## config.mk

```make
export PLATFORM = sky130hd
export DESIGN_NAME = frame_scheduler
export DESIGN_NICKNAME = d
export VERILOG_FILES = /design/src/rtl/frame_scheduler_pkg.sv /design/src/rtl/frame_scheduler_rgb_scaler.sv /design/src/rtl/frame_scheduler.sv
export SDC_FILE = /design/constraint.sdc
export NUM_CORES = 1
export LEC_CHECK = 0
export ABC_AREA = 1
export BUFFER_PORTS_ARGS = -buffer_cell sky130_fd_sc_hd__buf_2
export CORE_MARGIN = 4
export CORE_UTILIZATION = 47
export DETAILED_ROUTE_END_ITERATION = 12
export HOLD_SLACK_MARGIN = 0.03
export PLACE_DENSITY = 0.71
export SYNTH_ARGS = -nofsm -noshare
export SYNTH_HDL_FRONTEND = slang
export SYNTH_SLANG_ARGS = --single-unit
export TNS_END_PERCENT = 100
```

## constraint.sdc

```tcl
create_clock -name i_clk -period 8.5 [get_ports i_clk]
set_clock_uncertainty 0.15 [all_clocks]
set_input_delay 1.7 -clock i_clk [delete_from_list [all_inputs] [get_ports i_clk]]
set_output_delay 1.7 -clock i_clk [all_outputs]
set_load 0.01 [all_outputs]
```

## src/rtl/frame_scheduler_pkg.sv

```systemverilog
// Shared scene/state types for the display scene controller and its pixel path.
package frame_scheduler_pkg;

  localparam int RGB_W = 24;

  typedef enum logic [1:0] {
    SCN_START = 2'd0,
    SCN_GAME  = 2'd1,
    SCN_OVER  = 2'd2
  } scene_e;

  typedef enum logic [2:0] {
    S_START,
    S_GAME,
    S_OVER,
    S_FADE_OUT,
    S_FADE_IN
  } state_e;

  function automatic state_e steady_state(input scene_e sc);
    case (sc)
      SCN_GAME: return S_GAME;
      SCN_OVER: return S_OVER;
      default:  return S_START;
    endcase
  endfunction

endpackage

```

## src/rtl/frame_scheduler_rgb_scaler.sv

```systemverilog
// Combinational per-pixel brightness scaler: each 8-bit channel becomes (c * level) >> FADE_SHIFT.
module rgb_scaler
  import frame_scheduler_pkg::*;
#(
  parameter int FADE_SHIFT = 3
) (
  input  logic [RGB_W-1:0]    rgb_i,
  input  logic [FADE_SHIFT:0] level_i,
  output logic [RGB_W-1:0]    rgb_o
);

  localparam int PROD_W = 8 + FADE_SHIFT + 1;

  function automatic logic [7:0] scale_chan(input logic [7:0] c, input logic [FADE_SHIFT:0] lvl);
    logic [PROD_W-1:0] prod;
    prod = PROD_W'(c) * PROD_W'(lvl);
    return prod[FADE_SHIFT +: 8];
  endfunction

  assign rgb_o = {scale_chan(rgb_i[23:16], level_i),
                  scale_chan(rgb_i[15:8],  level_i),
                  scale_chan(rgb_i[7:0],   level_i)};

endmodule

```

## src/rtl/frame_scheduler.sv

```systemverilog
// Scene controller: picks the active full-screen source and sequences vsync-aligned fade transitions.
module frame_scheduler
  import frame_scheduler_pkg::*;
#(
  parameter int FADE_SHIFT  = 3,
  parameter int HOLD_FRAMES = 60
) (
  input  logic             i_clk,
  input  logic             i_rst,
  input  logic             i_vsync,
  input  logic             i_btn,
  input  logic             i_game_over,
  input  logic [RGB_W-1:0] i_rgb_start,
  input  logic [RGB_W-1:0] i_rgb_game,
  input  logic [RGB_W-1:0] i_rgb_over,
  output logic [RGB_W-1:0] o_rgb,
  output logic [1:0]       o_scene,
  output logic             o_game_en,
  output logic             o_busy
);

  localparam int HOLD_W = $clog2(HOLD_FRAMES + 1);
  localparam logic [HOLD_W-1:0]   HOLD_MAX = HOLD_W'(HOLD_FRAMES);
  localparam logic [FADE_SHIFT:0] LVL_FULL = {1'b1, {FADE_SHIFT{1'b0}}};

  state_e              state_q, state_d;
  scene_e              scene_q, scene_d;
  scene_e              target_q, target_d;
  logic [FADE_SHIFT:0] level_q, level_d;
  logic [HOLD_W-1:0]   hold_q, hold_d;
  logic [RGB_W-1:0]    rgb_q, rgb_sel, rgb_scaled;
  logic                game_en_q, busy_q;

  always_comb begin
    state_d  = state_q;
    scene_d  = scene_q;
    target_d = target_q;
    level_d  = level_q;
    hold_d   = hold_q;
    case (state_q)
      S_START: if (i_btn) begin
        state_d  = S_FADE_OUT;
        target_d = SCN_GAME;
      end
      S_GAME: if (i_game_over) begin
        state_d  = S_FADE_OUT;
        target_d = SCN_OVER;
      end
      S_OVER: begin
        if (i_btn && (hold_q >= HOLD_MAX)) begin
          state_d  = S_FADE_OUT;
          target_d = SCN_START;
        end else if (i_vsync && (hold_q < HOLD_MAX)) begin
          hold_d = hold_q + 1'b1;
        end
      end
      // The scene swaps only once the screen is fully black.
      S_FADE_OUT: if (i_vsync) begin
        if (level_q == '0) begin
          scene_d = target_q;
          state_d = S_FADE_IN;
        end else begin
          level_d = level_q - 1'b1;
        end
      end
      S_FADE_IN: if (i_vsync) begin
        if (level_q == LVL_FULL) begin
          state_d = steady_state(scene_q);
          hold_d  = '0;
        end else begin
          level_d = level_q + 1'b1;
        end
      end
      default: state_d = S_START;
    endcase
  end

  always_comb begin
    case (scene_q)
      SCN_GAME: rgb_sel = i_rgb_game;
      SCN_OVER: rgb_sel = i_rgb_over;
      default:  rgb_sel = i_rgb_start;
    endcase
  end

  rgb_scaler #(.FADE_SHIFT(FADE_SHIFT)) u_scaler (
    .rgb_i   (rgb_sel),
    .level_i (level_q),
    .rgb_o   (rgb_scaled)
  );

  always_ff @(posedge i_clk) begin
    if (i_rst) begin
      state_q   <= S_START;
      scene_q   <= SCN_START;
      target_q  <= SCN_START;
      level_q   <= LVL_FULL;
      hold_q    <= '0;
      rgb_q     <= '0;
      game_en_q <= 1'b0;
      busy_q    <= 1'b0;
    end else begin
      state_q   <= state_d;
      scene_q   <= scene_d;
      target_q  <= target_d;
      level_q   <= level_d;
      hold_q    <= hold_d;
      rgb_q     <= rgb_scaled;
      game_en_q <= (state_d == S_GAME);
      busy_q    <= (state_d == S_FADE_OUT) || (state_d == S_FADE_IN);
    end
  end

  assign o_rgb     = rgb_q;
  assign o_scene   = scene_q;
  assign o_game_en = game_en_q;
  assign o_busy    = busy_q;

endmodule

```

==> summary.txt, run 1 <==
Run status
  – Outcome: complete, no violations

Floorplan
  – CORE AREA: 9770 sq um
  – Initial Util: 48.4%
  – Die area: 11700 sq um
  – Rows: 36
  – Die Wd: 108 um
  – Die Ht: 108 um
  – IO Pins: 105

Clock tree
  – H-tree depth: 2
  – Max clock buf depth: 2
  – Clk root buf: clkbuf_8
  – Postcts setup bufs: 0
  – Cts repair resizes: 0
  – Sink Count: 43
  – TritonCTS Buffers: 5
  – CTS clock-pin slew for the worst setup and hold paths: 0.09 ns
  – CTS tree: yes
  – Clock Latency Late Sink: 0.30 ns
  – Hold_buf cts: 0

Setup path
  – Critical Path Sink Type: flop
  – Worst setup SP type: flop
  – Critical-path maximum fanout: 30
  – WP data arrival: 4.92 ns
  – CP required: 8.54 ns
  – Setup CP Type: reg -> reg
  – Cell breakdown of the critical path: inv_1 > ha_1 > inv_4 > o21ai_0 > nor2_1 > fa_1 > inv_1 > fa_1 > inv_1 > ha_1 > a21oi_1 > o21ai_0 > a21oi_1 > nand3_1 > nand2_1 > nor2_1
  – Most common cell on crit path: inv_1
  – CP max stage cell: ha_1
  – Critical Path Max Stage Delay: 0.81 ns

Route
  – Avg WL per Cell: 12.9 um
  – Residual DRC: 0
  – Drt first pass iters: 4
  – Routed WL: 11.4 mm
  – Initial drt markers: 224
  – Post-route ant nets: 0
  – Via count: 4514
  – Vias per Instance: 5.11

GRT
  – Total gr overflow: 0
  – Initial antenna violation count: 0
  – Tot GR Track Use: 19.9%
  – Vias in the first global route: 4420
  – Largest net degree at the start of global routing: 31
  – Global-route wire length before repair: 19.2 mm

Timing
  – Worst slew pin tran: 0.933 ns
  – Slew headroom: 37.8%
  – Slew Limit Fails: 0
  – Tmin final: 4.88 ns
  – Hold WS: 0.312 ns
  – Peak Freq: 205 MHz
  – Final hold vios: 0
  – Count of final setup violators: 0
  – Worst setup margin: 3.62 ns
  – RSZ-0062 raised after global routing: no
  – Setup TNS: 0 ns
  – Final period util: 57.4%

Yosys
  – Synth area leader: dfxtp_1
  – YS warnings: 0
  – Synth unique cells: 36
  – Sequential element share of the synthesized area: 18.2%
  – Seq cells post-synth: 43
  – Yosys top cell area share: 18.2%
  – Avg Cell Area, Syn: 7.19 sq um
  – Post-synthesis instance total: 658
  – Post-Syn Area: 4730 sq um
  – Net Count, Synth: 814
  – Synth top area cells: dfxtp_1 (18%), fa_1 (16%), ha_1 (11%)

Power
  – Clock power frac: 23.0%
  – Leak: 2.90 nW
  – Power per cell area: 106 nW/um^2
  – Switching part of the total: 37.0%
  – Sw Pwr: 0.000212 W
  – VDD IR max: 0.0629 mV
  – Internal power: 0.000360 W
  – Seq pwr share: 40.3%
  – Combinational Power Share: 36.7%

Layout
  – Area grow syn2layout: 14.0%
  – Final nets: 906
  – Ant diodes: 0
  – Layout cells sized above 1: 21.7%
  – Core Util, Final: 55.1%
  – Filler Cell Count: 974

Placed design
  – Gpl congestion: 0.825
  – Port bufs: 104
  – Pre-CTS setup slack: 3.42 ns
  – DP HPWL: 9.18 mm

Flow run
  – Max cap viols: 0

Worst hold path
  – Hold crit path type: reg -> reg
logic make-up after synthesis:
group / count (synthesis) / share of synthesized area (%)
xor+xnor: 6 / 1.11
simple gates: 276 / 27.5
compound gates: 115 / 14.3
buf+inv: 139 / 12.1
flops: 43 / 18.2
fa+ha+maj: 79 / 26.8
layout make-up:
type / count / area [sq um] / area share [%]
well taps: 133 / 166 / 3.09
inverters: 118 / 445 / 8.27
flip-flops and latches: 43 / 861 / 16.0
repair buffers: 106 / 536 / 9.94
multi-input cells: 476 / 3300 / 61.2
clock inverters: 3 / 15.0 / 0.279
clock buffers: 5 / 68.8 / 1.28
path summary, 6_finish.rpt:
check,from,to,slack (ns),cells past startpoint
setup / recovery,o_scene[0],o_rgb[14],3.62,16
hold / removal,target_q[0],target_q[0],0.31,2
setup reg to reg,o_scene[0],o_rgb[14],3.62,16
hold reg to reg,target_q[0],target_q[0],0.31,2
placed cells by master, fill, tap and decap left out, types with 3 or more instances in the layout:
master,synthesis,layout
inv_1,116,116
buf_2,4,104
nand2_1,95,95
nor2_1,81,81
a21oi_1,49,49
dfxtp_1,43,43
ha_1,42,42
fa_1,37,37
nand3_1,35,35
o21ai_0,35,35
a221o_1,15,15
or2_2,11,11
nand3_2,11,11
nor3_1,11,11
nor2_2,8,8
nand2_2,8,8
o21ai_1,6,6
xor2_1,6,6
clkbuf_8,0,5
or2_1,4,4
or2_4,3,3
nand2_4,3,3
nand4_1,3,3
clkinv_2,0,3
synthesized netlist by cell type (all sizes together):
library cell / n
ha: 42
nand3: 46
fa: 37
nand2: 106
dfxtp: 43
a211oi: 2
a21oi: 50
nor2: 90
o21ai: 43
or2: 18
a21o: 1
o21bai: 2
o22ai: 1
o211ai: 1
buf: 11
a221o: 15
inv: 117
xor2: 6
nand4: 3
clkinv: 1
nand3b: 2
nor3: 11
clkbuf: 10
stage by stage:
stage	power, W	area, sq um	instances
final	0.000572	5390	884
after global routing	0.000620	5390	884
after CTS	0.000578	5390	884
after detailed placement	0.000445	5310	876
after global placement	0.000439	5310	876
after floorplan	0.000380	4730	658
critical path: cells and delay by family, from the launching register on:
family,cells,cell delay [ns]
compound gates,4,1.16
simple gates,4,0.36
fa+ha+maj,4,2.24
buf+inv,4,0.48
flops,1,0.36
power groups by stage:
stage	sequential, W	clock, W	combinational [W]
after floorplan	0.000242	0	0.000138
after global placement	0.000235	0	0.000204
after detailed placement	0.000236	0	0.000209
after CTS	0.000231	0.000136	0.000211
after global routing	0.000233	0.000145	0.000242
final	0.000231	0.000132	0.000210
state kept, by name, indices dropped and copies added, names as in the netlist:
register,count
hold_q,6
o_busy,1
level_q,4
o_scene,2
o_rgb,24
o_game_en,1
target_q,2
state_q,3
layer usage:
| layer | track usage [%] | wire length (um) | vias to the layer above |
|---|---|---|---|
| met4 | 4.78 | 134 | 0 |
| met1 | 25.1 | 5150 | 2073 |
| met2 | 36.0 | 5480 | 145 |
| met3 | 2.81 | 682 | 13 |
| met5 | 0 | 0 | - |
| li1 | - | - | 2283 |
(Power assumes the default switching activity.)
==> run 2: changes to the inputs <==
Settings changed: PLACE_DENSITY 0.71 to 0.73.
Clock period 8.5 ns to 4.3 ns, I/O delays scaled along.
==> run 2 against run 1 <==
  * Wire length grew 1.0%
  * Via count grew 0.86%
  * Global-route usage grew 0.68 points
  * Core utilization grew 1.1 points
  * Non-clock buffer count grew 9
  * Sequential power grew 97%
  * Register-to-register slack lost 3.3 ns
  * Sequential share of layout area shrank 0.26 points
  * First-iteration DRC count shrank 40%
  * Power grew 97%
  * Combinational power grew 100%
==> summary.txt, run 2 (synthesis results as in run 1) <==
Run status
  – Outcome: complete, no violations (unchanged)

GRT
  – Vias in the first global route: 4551 (was 4420)
  – Initial antenna violation count: 0 (unchanged)
  – Largest net degree at the start of global routing: 30 (was 31)
  – Total gr overflow: 0 (unchanged)
  – Global-route wire length before repair: 19.7 mm (was 19.2 mm)
  – Tot GR Track Use: 20.6% (was 19.9%)

Clock tree
  – CTS clock-pin slew for the worst setup and hold paths: 0.08 ns (was 0.09 ns)
  – H-tree depth: 2 (unchanged)
  – Clock Latency Late Sink: 0.30 ns (about the same)
  – Clk root buf: clkbuf_8 (unchanged)
  – Sink Count: 43 (unchanged)
  – TritonCTS Buffers: 5 (unchanged)
  – CTS tree: yes (unchanged)
  – Max clock buf depth: 2 (unchanged)

Timing
  – Tmin final: 4.02 ns (was 4.88 ns)
  – Setup TNS: 0 ns (unchanged)
  – Final period util: 93.6% (was 57.4%)
  – RSZ-0062 raised after global routing: no (unchanged)
  – Slew headroom: 39.7% (was 37.8%)
  – Worst slew pin tran: 0.903 ns (was 0.933 ns)
  – Count of final setup violators: 0 (unchanged)
  – Worst setup margin: 0.277 ns (was 3.62 ns)
  – Final hold vios: 0 (unchanged)
  – Peak Freq: 249 MHz (was 205 MHz)
  – Slew Limit Fails: 0 (unchanged)

Setup path
  – Cell breakdown of the critical path: inv_1 > ha_4 > buf_4 > a221o_1 > o21ai_0 > nor2_1 > fa_1 > inv_1 > fa_1 > inv_1 > ha_1 > a21oi_1 > o21bai_1 > a21oi_1 > nand3_2 > nand2_1 > nor2_2 (was inv_1 > ha_1 > inv_4 > o21ai_0 > nor2_1 > fa_1 > inv_1 > fa_1 > inv_1 > ha_1 > a21oi_1 > o21ai_0 > a21oi_1 > nand3_1 > nand2_1 > nor2_1)
  – WP data arrival: 4.08 ns (was 4.92 ns)
  – CP required: 4.36 ns (was 8.54 ns)
  – Worst setup SP type: flop (unchanged)
  – Most common cell on crit path: inv_1 (unchanged)
  – CP max stage cell: fa_1 (was ha_1)
  – Critical Path Max Stage Delay: 0.52 ns (was 0.81 ns)
  – Setup CP Type: reg -> reg (unchanged)
  – Critical Path Sink Type: flop (unchanged)
  – Critical-path maximum fanout: 10 (was 30)

Power
  – Power per cell area: 206 nW/um^2 (was 106 nW/um^2)
  – Leak: 2.94 nW (was 2.90 nW)
  – Sw Pwr: 0.000412 W (was 0.000212 W)
  – Internal power: 0.000718 W (was 0.000360 W)
  – Combinational Power Share: 37.3% (was 36.7%)
  – Seq pwr share: 40.3% (about the same)
  – VDD IR max: 0.115 mV (was 0.0629 mV)
  – Clock power frac: 22.4% (was 23.0%)
  – Switching part of the total: 36.4% (was 37.0%)

Floorplan
  – Rows: 36 (unchanged)
  – Die Ht: 108 um (unchanged)
  – CORE AREA: 9770 sq um (unchanged)
  – Die area: 11700 sq um (unchanged)
  – Die Wd: 108 um (unchanged)
  – IO Pins: 105 (unchanged)
  – Initial Util: 48.4% (unchanged)

Placed design
  – DP Area: 5380 sq um (was 5310 sq um)
  – Gpl congestion: 0.875 (was 0.825)
  – Port bufs: 104 (unchanged)
  – Pre-CTS setup slack: 0.00668 ns (was 3.42 ns)
  – Dpl cells: 884 (was 876)
  – DP HPWL: 9.56 mm (was 9.18 mm)

Layout
  – Max reg flops: 24 (unchanged)
  – Filler Cell Count: 932 (was 974)
  – Final nets: 915 (was 906)
  – Final cell count without fillers: 893 (was 884)
  – Most frequent cells in the layout: inv_1 (116), buf_2 (104), nand2_1 (95), nor2_1 (81), a21oi_1 (47) (was inv_1 (116), buf_2 (104), nand2_1 (95), nor2_1 (81), a21oi_1 (49))
  – Area grow syn2layout: 16.2% (was 14.0%)
  – Final Cell Area: 5500 sq um (was 5390 sq um)
  – Layout cells sized above 1: 23.2% (was 21.7%)
  – Commonest non-fill, non-tap cell in the layout: inv_1 (unchanged)
  – Ant diodes: 0 (unchanged)

Route
  – Via count: 4553 (was 4514)
  – Vias per Instance: 5.10 (was 5.11)
  – Routed WL: 11.6 mm (was 11.4 mm)
  – Initial drt markers: 135 (was 224)
  – Residual DRC: 0 (unchanged)
  – Post-route ant nets: 0 (unchanged)
  – Avg WL per Cell: 12.9 um (about the same)
  – Drt first pass iters: 4 (unchanged)

Worst hold path
  – Hold crit path type: reg -> reg (unchanged)

Flow run
  – Max cap viols: 0 (unchanged)
run 2: cell types whose count changed in the layout (fill, tap and decap cells not counted), moves of 2 or more:
cell,before,now
o21ai_0,35,31
dfxtp_1,43,41
clkbuf_1,0,2
a21oi_1,49,47
buf_4,2,10
a21oi_2,1,3
o21ai_1,6,9
dfxtp_2,0,2
clkinv_2,3,1
run 2: layer usage:
metal / global-route usage (%) / vias to the layer above / part of all wire [%]
met4: 6.58 / 0 / 1.6
met1: 25.8 / 2117 / 43
met3: 3.46 / 17 / 6.2
met5: 0 / - / 0
met2: 36.1 / 116 / 49
li1: - / 2303 / -
run 2: power groups by stage:
| stage | clock network [W] | logic (W) | registers, W |
|---|---|---|---|
| after floorplan | 0 | 0.000273 | 0.000479 |
| after global placement | 0 | 0.000408 | 0.000464 |
| after detailed placement | 0 | 0.000421 | 0.000464 |
| after CTS | 0.000269 | 0.000423 | 0.000456 |
| after global routing | 0.000288 | 0.000488 | 0.000461 |
| final | 0.000253 | 0.000421 | 0.000455 |
run 2: timing repair:
action	4_1_cts	5_1_grt
buffers inserted	0	1
setup endpoints to repair	2	9
pin swaps	0	1
cloned	0	0
resized for setup	3	9
hold buffers	0	0
run 2: cell type report:
class	count	area, sq um	area share (%)
timing repair buffer	115	616	11.2
sequential	43	863	15.7
tap	133	166	3.03
inverter	118	448	8.15
clock buffer	7	76.3	1.39
multi-input combinational	476	3320	60.4
clock inverter	1	5.00	0.0911
run 2: worst paths after layout:
path / from / to / slack (ns) / depth (start not counted)
worst max-delay path: o_scene[0] / o_rgb[6] / 0.28 / 17
worst min-delay path: target_q[1] / target_q[1] / 0.31 / 2
worst max register to register: o_scene[0] / o_rgb[6] / 0.28 / 17
worst min register to register: target_q[1] / target_q[1] / 0.31 / 2
run 2: worst max-delay path, delay by kind of cell, from the launching register on:
family          cells  cell delay, ns
compound gates      5            1.05
fa+ha+maj           4            1.69
buf+inv             4            0.36
flops               1            0.35
simple gates        4            0.35
run 2: metrics by stage:
step	hold slack [ns]	total power [W]	util, %
after floorplan	0.286	0.000752	-
after global placement	0.299	0.000872	55.0
after detailed placement	0.304	0.000885	55.0
after CTS	0.317	0.00115	55.9
after global routing	0.346	0.00124	56.2
final	0.313	0.00113	56.2
==> run 3: changes to the inputs <==
Settings changed: ABC_AREA 1 to default, CORE_UTILIZATION 47 to 51, PLACE_DENSITY 0.73 to 0.79.
==> run 3 against run 2 <==
  * First-iteration DRC count up 39%
  * Worst hold slack improved by 0.030 ns
  * Power rose by 4.3%
  * Global-route usage grew 1.0 points
  * Worst setup slack lost 0.19 ns
  * Critical path type unchanged
  * Critical path depth shrank 1
  * Largest power group unchanged
  * Synthesized area fell by 1.3%
  * Final area increased by 6.6%
==> summary.txt, run 3 <==
Run status
  – Outcome: complete, no violations (unchanged)

Worst hold path
  – Hold crit path type: reg -> reg (unchanged)

Yosys
  – Post-Syn Area: 4670 sq um (was 4730 sq um)
  – Synth Flop Type: dfxtp_1 (unchanged)
  – EDFF count, synth: 0 (unchanged)
  – Sequential element share of the synthesized area: 18.4% (was 18.2%)
  – Synth top cells by count: inv_1 (62), nor2_1 (50), nor2b_1 (49) (was inv_1 (116), nand2_1 (95), nor2_1 (81))
  – Yosys top cell area share: 18.4% (was 18.2%)
  – Avg Cell Area, Syn: 8.29 sq um (was 7.19 sq um)
  – YS warnings: 0 (unchanged)
  – Asr flop ratio synth: 0% (unchanged)
  – Synth top area cells: dfxtp_1 (18%), fa_1 (16%), ha_1 (11%) (unchanged)
  – Most common cell in the synthesized netlist: inv_1 (unchanged)
  – Seq cells post-synth: 43 (unchanged)
  – Synth area leader: dfxtp_1 (unchanged)
  – Net Count, Synth: 719 (was 814)
  – Synth unique cells: 58 (was 36)
  – Post-synthesis instance total: 563 (was 658)

Setup path
  – Setup CP Type: reg -> reg (unchanged)
  – Critical-path maximum fanout: 8 (was 10)
  – Critical Path Max Stage Delay: 0.55 ns (was 0.52 ns)
  – Critical Path Sink Type: flop (unchanged)
  – CP max stage cell: fa_1 (unchanged)
  – WP data arrival: 4.26 ns (was 4.08 ns)
  – CP required: 4.34 ns (was 4.36 ns)
  – Worst setup SP type: flop (unchanged)
  – Cell breakdown of the critical path: inv_4 > ha_4 > buf_12 > a221o_1 > o21ai_4 > nor2b_2 > fa_1 > inv_2 > fa_1 > inv_2 > ha_4 > nand2_1 > or4_1 > o21a_1 > o31ai_2 > mux2_1 (was inv_1 > ha_4 > buf_4 > a221o_1 > o21ai_0 > nor2_1 > fa_1 > inv_1 > fa_1 > inv_1 > ha_1 > a21oi_1 > o21bai_1 > a21oi_1 > nand3_2 > nand2_1 > nor2_2)

Route
  – Initial drt markers: 188 (was 135)
  – Residual DRC: 0 (unchanged)
  – Vias per Instance: 5.62 (was 5.10)
  – Routed WL: 12.3 mm (was 11.6 mm)
  – Post-route ant nets: 0 (unchanged)
  – Avg WL per Cell: 15.3 um (was 12.9 um)
  – Drt first pass iters: 5 (was 4)
  – Via count: 4509 (was 4553)

Clock tree
  – Clk root buf: clkbuf_8 (unchanged)
  – Max clock buf depth: 2 (unchanged)
  – H-tree depth: 2 (unchanged)
  – TritonCTS Buffers: 5 (unchanged)
  – Hold_buf cts: 0 (unchanged)
  – Sink Count: 43 (unchanged)
  – Clock Latency Late Sink: 0.30 ns (about the same)
  – CTS tree: yes (unchanged)
  – CTS clock-pin slew for the worst setup and hold paths: 0.09 ns (was 0.08 ns)

Layout
  – Commonest non-fill, non-tap cell in the layout: buf_2 (was inv_1)
  – Area grow syn2layout: 25.5% (was 16.2%)
  – Layout cells sized above 1: 28.1% (was 23.2%)
  – Final nets: 849 (was 915)
  – Core Util, Final: 66.5% (was 56.2%)
  – Most frequent cells in the layout: buf_2 (104), inv_1 (57), nor2_1 (48), nor2b_1 (47), dfxtp_1 (41) (was inv_1 (116), buf_2 (104), nand2_1 (95), nor2_1 (81), a21oi_1 (47))
  – Final cell count without fillers: 802 (was 893)
  – FF/Latch Area: 868 sq um (was 863 sq um)
  – Area of the multi-input gates: 3590 sq um (was 3320 sq um)
  – Filler Cell Count: 710 (was 932)
  – Final Cell Area: 5860 sq um (was 5500 sq um)
  – Ant diodes: 0 (unchanged)
  – Max reg flops: 24 (unchanged)

Timing
  – Peak Freq: 237 MHz (was 249 MHz)
  – Final period util: 98.0% (was 93.6%)
  – Setup TNS: 0 ns (unchanged)
  – Final hold vios: 0 (unchanged)
  – Tmin final: 4.21 ns (was 4.02 ns)
  – Slew Limit Fails: 0 (unchanged)
  – Count of final setup violators: 0 (unchanged)
  – Worst slew pin tran: 0.702 ns (was 0.903 ns)
  – RSZ-0062 raised after global routing: yes (was no)
  – Slew headroom: 53.1% (was 39.7%)

Placed design
  – Dpl cells: 782 (was 884)
  – Gpl congestion: 0.900 (was 0.875)
  – DP Area: 5520 sq um (was 5380 sq um)
  – DP HPWL: 9.33 mm (was 9.56 mm)
  – Port bufs: 104 (unchanged)

Power
  – Sw Pwr: 0.000420 W (was 0.000412 W)
  – Switching part of the total: 35.7% (was 36.4%)
  – Design Power: 0.00118 W (was 0.00113 W)
  – Power per cell area: 201 nW/um^2 (was 206 nW/um^2)
  – Internal power: 0.000758 W (was 0.000718 W)
  – VDD IR max: 0.0971 mV (was 0.115 mV)
  – Combinational Power Share: 38.5% (was 37.3%)
  – Clock power frac: 22.4% (about the same)
  – Leak: 2.87 nW (was 2.94 nW)
  – Seq pwr share: 39.1% (was 40.3%)

GRT
  – Vias in the first global route: 4460 (was 4551)
  – Tot GR Track Use: 21.6% (was 20.6%)
  – Initial antenna violation count: 1 (was 0)
  – Global-route wire length before repair: 19.7 mm (about the same)
  – Largest net degree at the start of global routing: 30 (unchanged)
  – Total gr overflow: 0 (unchanged)

Floorplan
  – Die Wd: 104 um (was 108 um)
  – Die Ht: 104 um (was 108 um)
  – Initial Util: 53.0% (was 48.4%)
  – Die area: 10700 sq um (was 11700 sq um)
  – IO Pins: 105 (unchanged)
  – Rows: 34 (was 36)
  – CORE AREA: 8810 sq um (was 9770 sq um)

Flow run
  – Max cap viols: 0 (unchanged)
[run 3: cells by family (layout without fill, tap and decap cells)]
logic type | count (synthesis) | count (layout) | synth area share, %
fa+ha+maj | 79 | 79 | 27.1
compound gates | 112 | 112 | 17.5
flops | 43 | 43 | 18.4
buf+inv | 90 | 221 | 7.56
simple gates | 210 | 210 | 23.6
mux | 9 | 9 | 2.01
xor+xnor | 20 | 20 | 3.75
[run 3: critical path, delay by kind of cell, from the launching register on]
family                   cells  cell delay [ns]
AO/OA/AOI/OAI                4             0.85
buffers and inverters        4             0.30
AND/OR/NAND/NOR              3             0.50
flip-flops                   1             0.38
adder cells (fa/ha/maj)      4             1.61
multiplexers                 1             0.33
[run 3: power groups by stage]
stage,Combinational [W],Clock [W],Sequential (W)
2_1_floorplan,0.000288,0,0.000475
3_3_place_gp,0.000424,0,0.000469
3_5_place_dp,0.000440,0,0.000470
4_1_cts,0.000443,0.000270,0.000461
5_1_grt,0.000513,0.000289,0.000467
6_report,0.000454,0.000264,0.000461
[run 3: path summary, 6_finish.rpt]
kind / end / startpoint / slack [ns] / cells after the start
min reg2reg: hold_q[5] / hold_q[5] / 0.34 / 2
max reg2reg: o_rgb[6] / o_scene[0] / 0.09 / 16
min: hold_q[5] / hold_q[5] / 0.34 / 2
max: o_rgb[6] / o_scene[0] / 0.09 / 16
[run 3: per-layer routing]
layer  vias up  global-route usage, %  share of wire [%]
met5         -                      0              0.057
met4         2                   6.17                2.8
met3        33                   3.67                7.5
met2       178                   39.2                 49
met1      2119                   26.3                 41
li1       2177                      -                  -
[run 3: final cells by class]
| type | instances | area share, % |
|---|---|---|
| clock buffers | 5 | 1.17 |
| clock inverters | 3 | 0.342 |
| inverters | 63 | 4.14 |
| multi-input cells | 430 | 61.4 |
| flip-flops and latches | 43 | 14.8 |
| well taps | 108 | 2.31 |
| repair buffers | 149 | 15.7 |
| repair inverters | 1 | 0.0855 |
[run 3: timing repair]
item | 4_1_cts | 5_1_grt
resized for setup | 3 | 41
pin swaps | 0 | 13
cloned | 0 | 3
setup endpoints to repair | 6 | 14
setup buffers | 0 | 9
[run 3: through the flow]
step                      hold slack, ns  setup slack [ns]
final                              0.343            0.0860
after global routing               0.397           -0.0514
after CTS                          0.337           -0.0235
after detailed placement           0.315            -0.104
after global placement             0.305           -0.0478
after floorplan                    0.286           0.00584
